File: config.mk
export PLATFORM = sky130hd
export DESIGN_NAME = uart_rx
export DESIGN_NICKNAME = d
export VERILOG_FILES = /design/src/rtl/uart_rx.sv
export SDC_FILE = /design/constraint.sdc
export NUM_CORES = 1
export LEC_CHECK = 0
export BUFFER_PORTS_ARGS = -buffer_cell sky130_fd_sc_hd__buf_2
export CAP_MARGIN = 20
export CORE_ASPECT_RATIO = 1.5
export CORE_MARGIN = 4
export CORE_UTILIZATION = 51
export CTS_CLUSTER_DIAMETER = 60
export CTS_CLUSTER_SIZE = 20
export DETAILED_ROUTE_END_ITERATION = 7
export GPL_TIMING_DRIVEN = 0
export PLACE_DENSITY = 0.7
export SLEW_MARGIN = 20
export SYNTH_ARGS = -nofsm -noshare
export SYNTH_HDL_FRONTEND = slang
export SYNTH_SLANG_ARGS = --single-unit
export TNS_END_PERCENT = 1
File: constraint.sdc
create_clock -name CLK -period 1.6 [get_ports CLK]
set_input_delay 0.08 -clock CLK [delete_from_list [all_inputs] [get_ports CLK]]
set_output_delay 0.08 -clock CLK [all_outputs]
set_load 0.05 [all_outputs]
File: src/rtl/uart_rx.sv
// UART receiver: 8N1 deserialiser driven by an N_TICK-oversampled baud strobe.
// Optional even-parity checking is enabled by defining RX_PARITY_EN.
module uart_rx #(
    parameter int N_BIT  = 8,
    parameter int N_TICK = 16
) (
    input  logic             CLK,
    input  logic             RESET_N,
    input  logic             TICK,
    input  logic             RX,
    output logic [N_BIT-1:0] DOUT,
    output logic             RX_DONE,
    output logic             FRAME_ERR,
    output logic             PAR_ERR,
    output logic [2:0]       STATE
);

    localparam int SW = $clog2(N_TICK);
    localparam int NW = $clog2(N_BIT);
    localparam logic [SW-1:0] S_HALF = SW'(N_TICK/2 - 1);
    localparam logic [SW-1:0] S_LAST = SW'(N_TICK - 1);
    localparam logic [NW-1:0] N_LAST = NW'(N_BIT - 1);

    typedef enum logic [2:0] {
        IDLE   = 3'b000,
        START  = 3'b001,
        DATA   = 3'b010,
        PARITY = 3'b011,
        STOP   = 3'b100
    } state_t;

    state_t           state, state_next;
    logic [SW-1:0]    s, s_next;
    logic [NW-1:0]    n, n_next;
    logic [N_BIT-1:0] b, b_next;
    logic             rx_meta, rx_s, rx_d;
    logic             done_next;
`ifdef RX_PARITY_EN
    logic             p, p_next;
`endif

    // Two-flop synchroniser plus one delay flop; idle-high reset avoids a false start edge.
    always_ff @(posedge CLK or negedge RESET_N) begin
        if (!RESET_N) begin
            rx_meta <= 1'b1;
            rx_s    <= 1'b1;
            rx_d    <= 1'b1;
        end else begin
            // NOTE: non-blocking so every flop samples its source from before this edge.
            rx_meta <= RX;
            rx_s    <= rx_meta;
            rx_d    <= rx_s;
        end
    end

    always_ff @(posedge CLK or negedge RESET_N) begin
        if (!RESET_N) begin
            state <= IDLE;
            s     <= '0;
            n     <= '0;
            b     <= '0;
`ifdef RX_PARITY_EN
            p     <= 1'b0;
`endif
        end else begin
            state <= state_next;
            s     <= s_next;
            n     <= n_next;
            b     <= b_next;
`ifdef RX_PARITY_EN
            p     <= p_next;
`endif
        end
    end

    always_comb begin
        // NOTE: defaults first so every path assigns every output -- no latches.
        state_next = state;
        s_next     = s;
        n_next     = n;
        b_next     = b;
`ifdef RX_PARITY_EN
        p_next     = p;
`endif
        case (state)
            IDLE: begin
                if (rx_d && !rx_s) begin
                    state_next = START;
                    s_next     = '0;
                end
            end
            START: begin
                if (TICK) begin
                    if (s == S_HALF) begin
                        state_next = rx_s ? IDLE : DATA;
                        s_next     = '0;
                        n_next     = '0;
                    end else begin
                        s_next = s + 1'b1;
                    end
                end
            end
            DATA: begin
                if (TICK) begin
                    if (s == S_LAST) begin
                        s_next = '0;
                        b_next = {rx_s, b[N_BIT-1:1]};
                        if (n == N_LAST) begin
`ifdef RX_PARITY_EN
                            state_next = PARITY;
`else
                            state_next = STOP;
`endif
                        end else begin
                            n_next = n + 1'b1;
                        end
                    end else begin
                        s_next = s + 1'b1;
                    end
                end
            end
`ifdef RX_PARITY_EN
            PARITY: begin
                if (TICK) begin
                    if (s == S_LAST) begin
                        p_next     = rx_s;
                        state_next = STOP;
                        s_next     = '0;
                    end else begin
                        s_next = s + 1'b1;
                    end
                end
            end
`endif
            STOP: begin
                if (TICK) begin
                    // Leave at the stop-bit centre so a following start edge is not missed.
                    if (s == S_LAST) begin
                        state_next = IDLE;
                        s_next     = '0;
                    end else begin
                        s_next = s + 1'b1;
                    end
                end
            end
            default: state_next = IDLE;
        endcase
    end

    always_comb begin
        done_next = (state == STOP) && TICK && (s == S_LAST);
        STATE     = state;
    end

    always_ff @(posedge CLK or negedge RESET_N) begin
        if (!RESET_N) begin
            DOUT      <= '0;
            RX_DONE   <= 1'b0;
            FRAME_ERR <= 1'b0;
        end else begin
            RX_DONE <= done_next;
            if (done_next) begin
                DOUT      <= b;
                FRAME_ERR <= ~rx_s;
            end
        end
    end

`ifdef RX_PARITY_EN
    always_ff @(posedge CLK or negedge RESET_N) begin
        if (!RESET_N) begin
            PAR_ERR <= 1'b0;
        end else if (done_next) begin
            PAR_ERR <= (^b) ^ p;
        end
    end
`else
    assign PAR_ERR = 1'b0;
`endif

endmodule

==> results of run 1 <==
through the flow:
stage	setup WS (ns)	cells	cell area [sq um]	utilization (%)
6_report	-0.146	190	1900	69.6
5_1_grt	-0.200	190	1900	69.6
4_1_cts	-0.138	189	1840	67.2
3_5_place_dp	-0.219	172	1620	59.2
3_3_place_gp	-0.201	172	1620	59.2
2_1_floorplan	-0.190	119	1490	-
cell families after synthesis:
group / after synthesis
AO/OA/AOI/OAI: 18
multiplexers: 23
buffers and inverters: 11
flip-flops: 31
AND/OR/NAND/NOR: 31
adder cells (fa/ha/maj): 4
other: 1
Yosys cell counts (2+ instances only):
cell type  count  share of area (%)
nand2b_1       2               0.85
nand2_1        8                2.0
buf_4          4                2.0
mux2_4         7                7.1
a221o_1        2                1.4
dfrtp_1       28                 47
nor3_1         2               0.68
nor2_1        11                2.8
ha_1           3                2.5
o21a_1         2                1.0
a21oi_1        4                1.4
mux2_2        13                9.9
dfstp_2        3                5.3
mux2i_1        3                2.0
inv_1          4                1.0
worst min path at each step:
| stage | endpoint | slack [ns] | cells after the start | start |
|---|---|---|---|---|
| finish | rx_s | 0.35 | 0 | rx_meta |
| global route | rx_s | 0.35 | 0 | rx_meta |
| CTS | n[2] | 0.30 | 4 | TICK |
| detailed placement | s[2] | 0.16 | 1 | RESET_N |
| global placement | s[2] | 0.15 | 1 | RESET_N |
| floorplan | DOUT[0] | -0.22 | 0 | RESET_N |
where the power goes:
part | leakage, nW | switching (mW) | internal [mW]
clock network | 0.0482 | 0.270 | 0.346
logic | 0.506 | 0.635 | 0.522
registers | 0.402 | 0.0729 | 0.883
total | 0.956 | 0.978 | 1.75
state kept, by name (all words and copies together) (netlist names):
register,cells
DOUT,8
b,8
s,4
STATE,3
n,3
FRAME_ERR,1
RX_DONE,1
rx_d,1
rx_meta,1
rx_s,1
repair_timing:
action	4_1_cts	5_1_grt
resized for setup	11	13
hold buffers	2	0
cloned	0	0
pin swaps	4	6
hold endpoints to repair	29	0
setup endpoints to repair	25	26
setup buffers	7	1
area by class of cell:
type,count,area [sq um],area share [%]
Clock inverter,1,5.00,0.263
Tap cell,37,46.3,2.43
Clock buffer,7,86.3,4.54
Multi-Input combinational cell,77,724,38.1
Timing Repair Buffer,26,176,9.28
Inverter,4,15.0,0.789
Buffer,7,65.1,3.42
Sequential cell,31,783,41.2
metal layers:
layer / share of wire, % / routed length, um / GRT usage [%]
met4: 1.7 / 50 / 9.62
met2: 53 / 1520 / 29.1
met1: 42 / 1210 / 20.7
met3: 3.5 / 102 / 4.41
met5: 0 / 0 / 0
critical path: stages (launching register included):
cell      delay, ns
dfstp_2        0.54
nor2_2         0.05
a221o_1        0.37
o21a_1         0.24
o311ai_2       0.10
mux2_4         0.33
==> impl_metrics.tcl, run 1 <==
set metrics [dict create \
    status "finished, violations left" \
    violations "setup timing" \
    antenna_found_initial 0 \
    start_util_pct 54.1 \
    finalSetupViolCount 15 \
    crit_type "reg2reg" \
    n_antenna_cell 0 \
    drive_above_1_share_pct 51.6 \
    drt-initial-drc-count 20 \
    setup_ws_ns -0.146 \
    synth_nets 126 \
    rows 23 \
    synth_compound_area_share_pct 9.22 \
    cp-end-kind "register" \
    cts_sinks 31 \
    r2r-start "rx_s" \
    setup_tns_ns -1.65 \
    crit_path_max_fanout 3 \
    routed_wl_mm 2.88 \
    synth_area_sq_um 1480 \
    fin_skew_ns 0.00802 \
    io_pins 18 \
    timing.hold.ws_ns 0.351 \
    arrival_ns 1.91 \
    min_path_type "reg2reg" \
    tightestPinTransition_ns 0.657 \
    insertion_delay_ns 0.28 \
    htree_num_levels 2 \
    slew_headroom_pct 56.2 \
    fp.dieH_um 74.0 \
    max_freq_ghz 0.573 \
    seq_area_frac_synth_pct 52.7 \
    gr-usage-all-layers_pct 17.6 \
    drt-vias-per-instance 5.41 \
    synthAdderAreaFrac_pct 3.21 \
    p_total_mw 2.73 \
    yosys.area_share.simple_pct 11.1 \
    cap_violations 0 \
    reg2regPathDepth 5 \
    vias 1027 \
    ys.flop_type "dfrtp_1" \
    grt_pass1_wl_mm 4.97 \
    hold_violations 0 \
    crit_end "STATE[1]" \
    drc_errors 0 \
    die_x_um 52.0 \
    cp.required_ns 1.76 \
    r2r_slack_ns -0.15 \
    grt_overflow 0 \
    core_area_sq_um 2730 \
    synthXorXnorAreaFrac_pct 0 \
    grt_pass1_vias 1123 \
    synth_cells 119 \
    cp-startpoint "rx_s" \
    synthMuxAreaShare_pct 19.0 \
    area_growth_pct 28.6 \
    synth_cell_types 38 \
    grt_max_degree 32 \
    wl_per_cell_um 15.2 \
    startpoint_type "register" \
    slew_viol_final 0 \
    nets 159 \
    cts_made_buffers 5 \
    period_needed_ns 1.75 \
    path_clk_slew_ns 0.07 \
    drtAntennaViolNets 0 \
    die_area_sq_um 3840 \
    worstReg2RegEnd "STATE[1]" \
    final_common_cell "dfrtp_1" \
    cts_root_buffer "clkbuf_8" \
    fin_crit_sh_pct 109 \
    fillers 205 \
    synth_top_family_by_area "multiplexers" \
    dp_hpwl_mm 1.82 \
    peakVddDrop_mv 0.783 \
    rsz0062_at_grt "true" \
    ys_ff_latch 31 \
    synth_area_per_cell_sq_um 12.4 \
    power_density_nw_per_um2 1440 \
    leakagePower_nw 0.956 \
    gp_congestion 0.860 \
    yosysWarnings 0 \
    layout_common_cells "25 x dfrtp_1, 17 x buf_2, 16 x mux2_4" \
    synth_edf_count 0 \
    first_pass_iters 4 \
    async_flop_share_pct 100 \
    clockBufferDepth 2 \
    cts_tree "yes" \
    io_buffers 16 \
]
No activity file was read; power rests on OpenSTA's default activity.
==> run 2, diff against run 1 <==
CTS_BUF_LIST = sky130_fd_sc_hd__clkbuf_4 sky130_fd_sc_hd__clkbuf_8 sky130_fd_sc_hd__clkbuf_16   (was not set)
==> impl_metrics.tcl, run 2 (same netlist as run 1, synthesis figures left out) <==
set metrics [dict create \
    grt_overflow 0 \
    p_clk_share_pct 23.1 \
    layout_common_cells "25 x dfrtp_1, 17 x buf_2, 16 x mux2_4" \
    crit_type "reg2reg" \
    startpoint_type "register" \
    power.internal_mw 1.77 \
    dp_hpwl_mm 1.82 \
    post-place-ws_ns -0.219 \
    power_density_nw_per_um2 1440 \
    crit_path_max_fanout 3 \
    finalSetupViolCount 15 \
    arrival_ns 1.91 \
    drive_above_1_share_pct 52.3 \
    path_clk_slew_ns 0.07 \
    grt_pass1_wl_mm 4.97 \
    final_util_pct 69.7 \
    cp-end-kind "register" \
    antenna_found_initial 0 \
    slew_headroom_pct 56.2 \
    first_pass_iters 4 \
    final_common_cell "dfrtp_1" \
    fillers 203 \
    slew_viol_final 0 \
    seqPwrFrac_pct 34.8 \
    grt_max_degree 32 \
    setup_ws_ns -0.146 \
    grt_pass1_vias 1123 \
    insertion_delay_ns 0.28 \
    min_from "rx_meta" \
    routed_wl_mm 2.88 \
    vias 1028 \
    peakVddDrop_mv 0.783 \
    area_growth_pct 28.8 \
    cts_root_buffer "clkbuf_8" \
    fp.dieH_um 74.0 \
    io_pins 18 \
    gr-usage-all-layers_pct 17.6 \
    timing.hold.ws_ns 0.351 \
    cts_tree "yes" \
    n_antenna_cell 0 \
    cts_made_buffers 5 \
    clockBufferDepth 2 \
    p_switching_mw 0.979 \
    cp-startpoint "rx_s" \
    drt-vias-per-instance 5.41 \
    min_path_type "reg2reg" \
    die_area_sq_um 3840 \
    status "finished, violations left" \
    violations "setup timing" \
    cp.required_ns 1.76 \
    fin_skew_ns 0.00807 \
    leakagePower_nw 0.960 \
    wl_per_cell_um 15.2 \
    htree_num_levels 2 \
    r2r-start "rx_s" \
    cap_violations 0 \
    core_area_sq_um 2730 \
    multi_input_area_sq_um 724 \
    tightestPinTransition_ns 0.657 \
    start_util_pct 54.1 \
    rsz0062_at_grt "true" \
    switching_share_pct 35.6 \
    drc_errors 0 \
    p_comb_share_pct 42.1 \
    gp_congestion 0.860 \
    max_freq_ghz 0.573 \
    drtAntennaViolNets 0 \
    die_x_um 52.0 \
    drt-initial-drc-count 21 \
    period_needed_ns 1.75 \
    hold_violations 0 \
    top_regs "DOUT x8, b x8, s x4" \
    seqCellArea_sq_um 783 \
    fin_crit_sh_pct 109 \
    cts_sinks 31 \
    io_buffers 16 \
    nets 159 \
    rows 23 \
]
## run 2: cell counts in the layout (fill, tap and decap cells not counted)
Identical to the previous run, type by type.
## run 2: metal layers
layer,GRT usage (%),vias up,part of all wire [%]
met5,0,-,0
met4,9.62,0,1.7
met3,4.41,4,3.5
met2,29.1,22,53
met1,20.7,519,42
li1,-,483,-
## run 2: worst paths after layout
path	end	slack (ns)	cells past startpoint
worst max-delay path	STATE[1]	-0.15	5
worst min-delay path	rx_s	0.35	0
worst max register to register	STATE[1]	-0.15	5
worst min register to register	rx_s	0.35	0
max in group asynchronous	STATE[0]	0.77	2
min in group asynchronous	s[3]	0.37	2
## run 2: through the flow
step	cells	area [sq um]	setup TNS, ns	power (mW)
after floorplan	119	1490	-2.64	1.75
after global placement	172	1620	-3.36	1.92
after detailed placement	172	1620	-3.70	1.94
after CTS	189	1840	-1.65	2.65
after global routing	190	1910	-2.77	2.91
final	190	1910	-1.65	2.75
## run 2: worst max-delay path, cell delays in order (launching register included)
cell      delay [ns]
dfstp_2         0.54
nor2_2          0.05
a221o_1         0.37
o21a_1          0.24
o311ai_2        0.10
mux2_4          0.33
## run 2: layout make-up
cell class | instances | share of cell area [%]
flip-flops and latches | 31 | 41.1
clock inverters | 1 | 0.263
well taps | 37 | 2.43
repair buffers | 26 | 9.26
plain buffers | 7 | 3.41
multi-input cells | 77 | 38.0
clock buffers | 7 | 4.73
inverters | 4 | 0.788
## run 2: repair_timing
item	in CTS	in global routing
setup buffers	7	1
gates resized for setup	11	13
endpoints found under the hold margin	29	0
pin swaps	4	6
endpoints found under the setup margin	25	26
hold buffers	2	0
## run 2: power groups by stage
| stage | registers [mW] | clock network, mW | logic (mW) |
|---|---|---|---|
| floorplan | 1.07 | 0 | 0.685 |
| global placement | 0.956 | 0 | 0.960 |
| detailed placement | 0.962 | 0 | 0.978 |
| CTS | 0.945 | 0.657 | 1.05 |
| global route | 0.967 | 0.688 | 1.25 |
| finish | 0.956 | 0.634 | 1.16 |
==> run 3, diff against run 2 <==
CORE_UTILIZATION = 56   (was 51)
PLACE_DENSITY = 0.73   (was 0.7)
clock period = 1.7 ns   (was 1.6 ns; I/O delays follow)
==> impl_metrics.tcl, run 3 (same netlist as run 1, synthesis figures left out) <==
set metrics [dict create \
    arrival_ns 1.97 \
    cts_tree "yes" \
    cp-end-kind "register" \
    cts_sinks 31 \
    cp-startpoint "s[1]" \
    area_growth_pct 23.8 \
    seqCellArea_sq_um 783 \
    cts_root_buffer "clkbuf_4" \
    layout_common_cells "25 x dfrtp_1, 17 x buf_2, 11 x buf_4, 11 x mux2_2, 10 x nor2_1" \
    r2r_slack_ns -0.05 \
    fillers 183 \
    cap_violations 0 \
    peakVddDrop_mv 0.827 \
    path_clk_slew_ns 0.10 \
    gp_congestion 0.851 \
    max_freq_ghz 0.570 \
    gr-usage-all-layers_pct 18.9 \
    drt-vias-per-instance 5.79 \
    io_buffers 16 \
    slew_viol_final 0 \
    cp.required_ns 1.92 \
    startpoint_type "register" \
    grt_max_degree 32 \
    period_needed_ns 1.75 \
    core_area_sq_um 2480 \
    tightestPinTransition_ns 0.674 \
    hold_violations 0 \
    violations "setup timing" \
    min_path_type "in2reg" \
    crit_type "reg2reg" \
    fin_cells 178 \
    wl_per_cell_um 16.6 \
    final_common_cell "dfrtp_1" \
    drt-initial-drc-count 27 \
    rows 22 \
    grt_overflow 0 \
    nets 160 \
    worstReg2RegEnd "DOUT[3]" \
    place_inst 159 \
    drtAntennaViolNets 0 \
    top_regs "DOUT x8, b x8, s x4" \
    finalSetupViolCount 10 \
    leakagePower_nw 0.951 \
    clockBufferDepth 2 \
    fin_skew_ns 0.00931 \
    final_util_pct 73.9 \
    fin_crit_sh_pct 103 \
    post-place-ws_ns -0.160 \
    routed_wl_mm 2.96 \
    fp.dieH_um 70.9 \
    multi_input_area_sq_um 688 \
    rsz0062_at_grt "true" \
    dp_hpwl_mm 1.98 \
    reg2regPathDepth 5 \
    cts_made_buffers 5 \
    die_x_um 50.0 \
    crit_end "DOUT[3]" \
    drive_above_1_share_pct 51.3 \
    slew_headroom_pct 55.1 \
    drc_errors 0 \
    io_pins 18 \
    vias 1031 \
    setup_ws_ns -0.0541 \
    power_density_nw_per_um2 1390 \
    start_util_pct 59.7 \
    insertion_delay_ns 0.33 \
    status "finished, violations left" \
    first_pass_iters 4 \
    die_area_sq_um 3540 \
    grt_pass1_vias 1112 \
    final_area_sq_um 1830 \
    crit_path_max_fanout 10 \
    n_antenna_cell 0 \
    place_area_sq_um 1600 \
    antenna_found_initial 0 \
    htree_num_levels 2 \
    r2r-start "s[1]" \
    grt_pass1_wl_mm 4.95 \
]
[run 3: cell types whose count changed in the layout (fill, tap and decap cells not counted), sizes merged]
cell / before / now
buf: 31 / 32
clkinv: 1 / 0
clkbuf: 7 / 8
[run 3: worst min path at each step]
| stage | end | slack (ns) | cells past startpoint | from |
|---|---|---|---|---|
| finish | n[2] | 0.30 | 4 | TICK |
| floorplan | DOUT[0] | -0.21 | 0 | RESET_N |
| global route | n[2] | 0.28 | 4 | TICK |
| detailed placement | s[3] | 0.16 | 1 | RESET_N |
| global placement | s[3] | 0.15 | 1 | RESET_N |
| CTS | n[2] | 0.26 | 4 | TICK |
[run 3: layer usage]
layer	up-vias	global-route usage, %	part of all wire (%)
met3	8	6.74	4.1
li1	484	-	-
met5	-	0	0
met1	519	19.2	40
met4	0	10.5	2.4
met2	20	33.0	54
[run 3: layout make-up]
class | count | share of cell area [%]
buffer | 7 | 3.35
clock buffer | 8 | 3.96
inverter | 4 | 0.820
multi-input combinational | 77 | 37.6
sequential | 31 | 42.8
tap | 24 | 1.64
timing repair buffer | 27 | 9.84
[run 3: timing repair]
action,CTS,global route
setup buffers,7,2
hold buffers,2,0
gates cloned,0,0
resized for setup,3,9
pin swaps,5,4
setup endpoints to repair,19,22
endpoints found under the hold margin,29,0
[run 3: critical path, cell delays in order (launching register included)]
cell	delay, ns
dfrtp_1	0.41
ha_4	0.17
nand4_1	0.13
or4_4	0.45
buf_6	0.17
mux2_4	0.30
[run 3: power breakdown]
part	total [mW]	internal [mW]	leakage [nW]	switching, mW
combinational	1.15	0.518	0.508	0.632
clock	0.504	0.259	0.0420	0.245
sequential	0.894	0.830	0.402	0.0644
total	2.55	1.61	0.951	0.942
[run 3: per-stage QoR]
step	hold WS, ns	power, mW	setup TNS (ns)
floorplan	-0.211	1.65	-0.755
global placement	0.151	1.81	-1.64
detailed placement	0.163	1.85	-2.06
CTS	0.261	2.44	-0.418
global route	0.277	2.69	-0.994
finish	0.301	2.55	-0.371
